<file path="src/rtl/dma_mm2s_debug_engine.sv">
// Debug MM2S engine: one AXI INCR read burst per start edge, forwarded to an
// AXI-Stream master with locally generated tlast and sticky error reporting.
module dma_mm2s_debug_engine #(
  parameter int ADDR_W = 32,
  parameter int DATA_W = 32
) (
  input  logic              aclk,
  input  logic              aresetn,
  input  logic [ADDR_W-1:0] cfg_addr,
  input  logic [7:0]        cfg_len,
  input  logic [2:0]        cfg_size,
  input  logic              cfg_start,
  output logic              busy,
  output logic              err,
  output logic [ADDR_W-1:0] m_axi_araddr,
  output logic [7:0]        m_axi_arlen,
  output logic [2:0]        m_axi_arsize,
  output logic [1:0]        m_axi_arburst,
  output logic              m_axi_arvalid,
  input  logic              m_axi_arready,
  input  logic [DATA_W-1:0] m_axi_rdata,
  input  logic [1:0]        m_axi_rresp,
  input  logic              m_axi_rlast,
  input  logic              m_axi_rvalid,
  output logic              m_axi_rready,
  output logic [DATA_W-1:0] m_axis_tdata,
  output logic              m_axis_tlast,
  output logic              m_axis_tvalid,
  input  logic              m_axis_tready
);
  localparam logic [2:0] MAX_SIZE = 3'($clog2(DATA_W/8));

  typedef enum logic [1:0] {IDLE, ADDR, DATA} state_t;

  state_t            state;
  logic              start_q;
  logic [ADDR_W-1:0] addr_q;
  logic [7:0]        len_q;
  logic [2:0]        size_q;
  logic [7:0]        cnt;
  logic              arvalid_q;
  logic              err_q;

  logic in_data, launch, r_hs, tlast_gen, beat_err;
  logic unused;

  assign unused    = m_axi_rresp[0];
  assign in_data   = (state == DATA);
  assign launch    = (state == IDLE) && cfg_start && !start_q;
  assign r_hs      = in_data && m_axi_rvalid && m_axis_tready;
  assign tlast_gen = in_data && (cnt == len_q);
  // rlast is only cross-checked; the beat count alone decides the burst end
  assign beat_err  = m_axi_rresp[1] || (m_axi_rlast != tlast_gen);

  always_ff @(posedge aclk or negedge aresetn) begin
    if (!aresetn) begin
      state     <= IDLE;
      start_q   <= 1'b1;
      addr_q    <= '0;
      len_q     <= '0;
      size_q    <= '0;
      cnt       <= '0;
      arvalid_q <= 1'b0;
      err_q     <= 1'b0;
    end else begin
      start_q <= cfg_start;
      case (state)
        IDLE: if (launch) begin
          addr_q <= cfg_addr;
          len_q  <= cfg_len;
          size_q <= cfg_size;
          cnt    <= '0;
          if (cfg_size > MAX_SIZE) begin
            err_q <= 1'b1;
          end else begin
            err_q     <= 1'b0;
            arvalid_q <= 1'b1;
            state     <= ADDR;
          end
        end
        ADDR: if (m_axi_arready) begin
          arvalid_q <= 1'b0;
          state     <= DATA;
        end
        DATA: if (r_hs) begin
          cnt <= cnt + 8'd1;
          if (beat_err) err_q <= 1'b1;
          if (tlast_gen) state <= IDLE;
        end
        default: state <= IDLE;
      endcase
    end
  end

  assign busy          = (state != IDLE);
  assign err           = err_q;
  assign m_axi_araddr  = addr_q;
  assign m_axi_arlen   = len_q;
  assign m_axi_arsize  = size_q;
  assign m_axi_arburst = 2'b01;
  assign m_axi_arvalid = arvalid_q;
  assign m_axi_rready  = in_data && m_axis_tready;
  assign m_axis_tvalid = in_data && m_axi_rvalid;
  assign m_axis_tdata  = in_data ? m_axi_rdata : '0;
  assign m_axis_tlast  = tlast_gen;
endmodule

</file>
<file path="config.mk">
export PLATFORM = sky130hd
export DESIGN_NAME = dma_mm2s_debug_engine
export DESIGN_NICKNAME = d
export VERILOG_FILES = /design/src/rtl/dma_mm2s_debug_engine.sv
export SDC_FILE = /design/constraint.sdc
export NUM_CORES = 1
export LEC_CHECK = 0
export CORE_UTILIZATION = 39
export DETAILED_ROUTE_END_ITERATION = 10
export GPL_ROUTABILITY_DRIVEN = 1
export PLACE_DENSITY_LB_ADDON = 0.1
export SETUP_SLACK_MARGIN = 0.15
export SKIP_LAST_GASP = 1
export SYNTH_ARGS = -nofsm -noshare
export SYNTH_HDL_FRONTEND = slang
export SYNTH_SLANG_ARGS = --single-unit
</file>
<file path="constraint.sdc">
create_clock -name aclk -period 3.8 [get_ports aclk]
set_clock_uncertainty 0.15 [all_clocks]
set_input_delay 0.57 -clock aclk [delete_from_list [all_inputs] [get_ports aclk]]
set_output_delay 0.57 -clock aclk [all_outputs]
set_load 0.005 [all_outputs]
</file>
==> impl_metrics.ini <==
[routing]
via_count = 2180
finalWirelength_mm = 6.88
first_pass_iters = 4
drt_iter0_drc = 75
wl_per_cell_um = 15.2
remaining_drc_errors = 0
postRouteAntennaNets = 0
viasPerCell = 4.80

[place]
gp_congestion = 0.857
port_buffers = 163
dp.cells = 446
dpl.hpwl_mm = 5.25

[setup_path]
crit_path_top_delay_cell = nor4_1
crit_type = register to output pin
reg2reg_depth = 4
end_kind = output pin
reg2reg_slack_ps = 1610
endpoint = m_axis_tlast
start_kind = register
cp.depth = 4
path_max_fanout = 7
cpPeakStageDelay_ps = 610
crit_chain = xor2_1 > nor4_1 > and3_1 > clkdlybuf4s50_1
path_delay_family = simple AND/OR/NAND/NOR gates
path_buf_inv = 1
crit_start = cnt[0]$_DFFE_PN0P_
crit_arrival_ps = 2350
r2r_start = state[1]$_DFFE_PN0P_
r2r-end = m_axi_arlen[3]$_DFFE_PN0P_
cp.required_ps = 3080

[sta]
final_hold_viol_count = 0
drv_slew = 0
period_minus_slack_ps = 3070
slew_headroom = 0.525
min_period_over_period = 0.809
final.setup.tns_ps = 0
hold_slack_ps = 153
fmax_mhz = 325
tightest_slew_ps = 712
rsz0062_at_grt = false
setup_viol = 0

[clocking]
cts_hold_buf = 0
h-tree-depth = 2
cts_tree = done
clkLatencyLatePin_ps = 310
cts_sinks = 56
cts_buffers = 5
cts_resized = 0
cts_setup_buffers = 0
clkTransAtPathRegs_ps = 100
cts.path.max_buffers = 2
root_buffer = clkbuf_8

[power]
powerDensity_nw_per_um2 = 613
ir_worst_vdd_mv = 0.480
total_power_uw = 2700
power.leakage_uw = 0.00180

[finish]
fin_cells = 454
layout_common_cells = clkdlybuf4s50_1 (162), dfrtp_1 (55), mux2_2 (43)
areaGrowthSynthToFinish_pct = 69.4
drive_gt1_frac = 0.159
nets = 461
layout_commonest_cell = clkdlybuf4s50_1
utilization = 0.689
antenna_cells = 0

[job]
maxCapViolCount = 0

[floorplanning]
die_x_um = 83.6
fp.dieH_um = 83.6
core_um2 = 6390
num_rows = 29
ios = 167
dieArea_um2 = 6990
initial_utilization = 0.407

[min_path]
hold_class = input pin to async pin

[yosys]
netlist_instances = 215
synth_seq_cells = 56
syn-num-nets = 300
yosys_warnings = 0
syn_avg_cell_area_um2 = 12.1
synth-seq-area-share = 0.540
syn_area_um2 = 2600
synth_cell_types = 34

[global_routing]
grt_pass1_wl_mm = 11.1
antenna_found_initial = 0
grtUsageTotal = 0.199
first_global_vias = 2261
grt_overflow = 0
grt_max_degree = 51

[outcome]
status = finished clean
Yosys cell counts:
master,n,area [µm²]
conb_1,2,7.51
inv_1,4,15.0
buf_2,6,30.0
dfrtp_1,55,1380
xnor2_1,1,8.76
or2_2,2,12.5
clkbuf_1,5,18.8
or2b_1,1,7.51
or4_1,2,15.0
nor2b_1,1,6.26
nand3_1,6,30.0
nor3b_1,1,7.51
nand4_1,3,18.8
a21oi_1,8,40.0
o31ai_1,2,15.0
xor2_1,8,70.1
buf_4,2,15.0
and2_1,34,213
a32o_1,1,10.0
ha_1,1,12.5
a21o_1,1,7.51
a2111oi_0,1,8.76
o21ai_0,6,30.0
a22o_1,2,17.5
mux2_2,43,484
or3b_4,1,11.3
nand2_1,2,7.51
nor4_1,2,12.5
nor2_1,5,18.8
a2111oi_1,1,10.0
or3_1,3,18.8
dfstp_2,1,26.3
and3_1,1,6.26
nor4bb_1,1,10.0
flip-flops by register name, summed over array words and instances, names as in the netlist:
register	count
m_axi_araddr	32
cnt	8
m_axi_arlen	8
m_axi_arsize	3
state	2
err	1
m_axi_arvalid	1
start_q	1
through the flow:
step                setup WS [ps]  area, µm²
floorplan                    1830       2600
global placement             1020       4300
detailed placement            987       4300
CTS                           708       4400
global route                  641       4400
finish                        726       4400
worst min-delay path by stage:
stage | from | endpoint | slack (ps) | cells past startpoint
2_1_floorplan | aresetn | cnt[0]$_DFFE_PN0P_ | 120 | 0
3_3_place_gp | m_axi_araddr[31]$_DFFE_PN0P_ | m_axi_araddr[31]$_DFFE_PN0P_ | 340 | 1
3_5_place_dp | m_axi_araddr[31]$_DFFE_PN0P_ | m_axi_araddr[31]$_DFFE_PN0P_ | 340 | 1
4_1_cts | aresetn | state[1]$_DFFE_PN0P_ | 180 | 1
5_1_grt | aresetn | state[1]$_DFFE_PN0P_ | 200 | 1
6_report | aresetn | m_axi_arlen[7]$_DFFE_PN0P_ | 150 | 1
power by group:
part | internal [µW] | total [µW] | switching [µW]
combinational | 902 | 1310 | 409
clock | 196 | 390 | 194
sequential | 838 | 999 | 161
total | 1940 | 2700 | 765
final cells by class:
class	instances	area [µm²]
clock buffer	6	72.6
clock inverter	2	35.0
fill	486	1980
inverter	4	15.0
multi-input combinational	142	1120
sequential	56	1400
tap	77	96.3
timing repair buffer	167	1660
routing by layer:
metal | global-route usage | part of all wire | vias to the layer above
met1 | 0.244 | 0.41 | 1050
met5 | 0 | 0 | -
met3 | 0.0623 | 0.063 | 6
met4 | 0.0447 | 0.0052 | 0
li1 | - | - | 1058
met2 | 0.344 | 0.53 | 66
worst reg2reg max path: stages, from the launching register on:
cell and delay, ps:
dfrtp_1 460, or3b_4 460, nor2_4 80, buf_4 510, mux2_2 420
cell families after synthesis:
family	count (synthesis)	share of synthesized area
AO/OA/AOI/OAI	22	0.0534
XOR/XNOR	9	0.0303
adder cells (fa/ha/maj)	1	0.00481
buffers and inverters	17	0.0303
flip-flops	56	0.540
multiplexers	43	0.186
other	2	0.00289
AND/OR/NAND/NOR	65	0.152
Note: power is estimated with default switching activity, not from simulation.
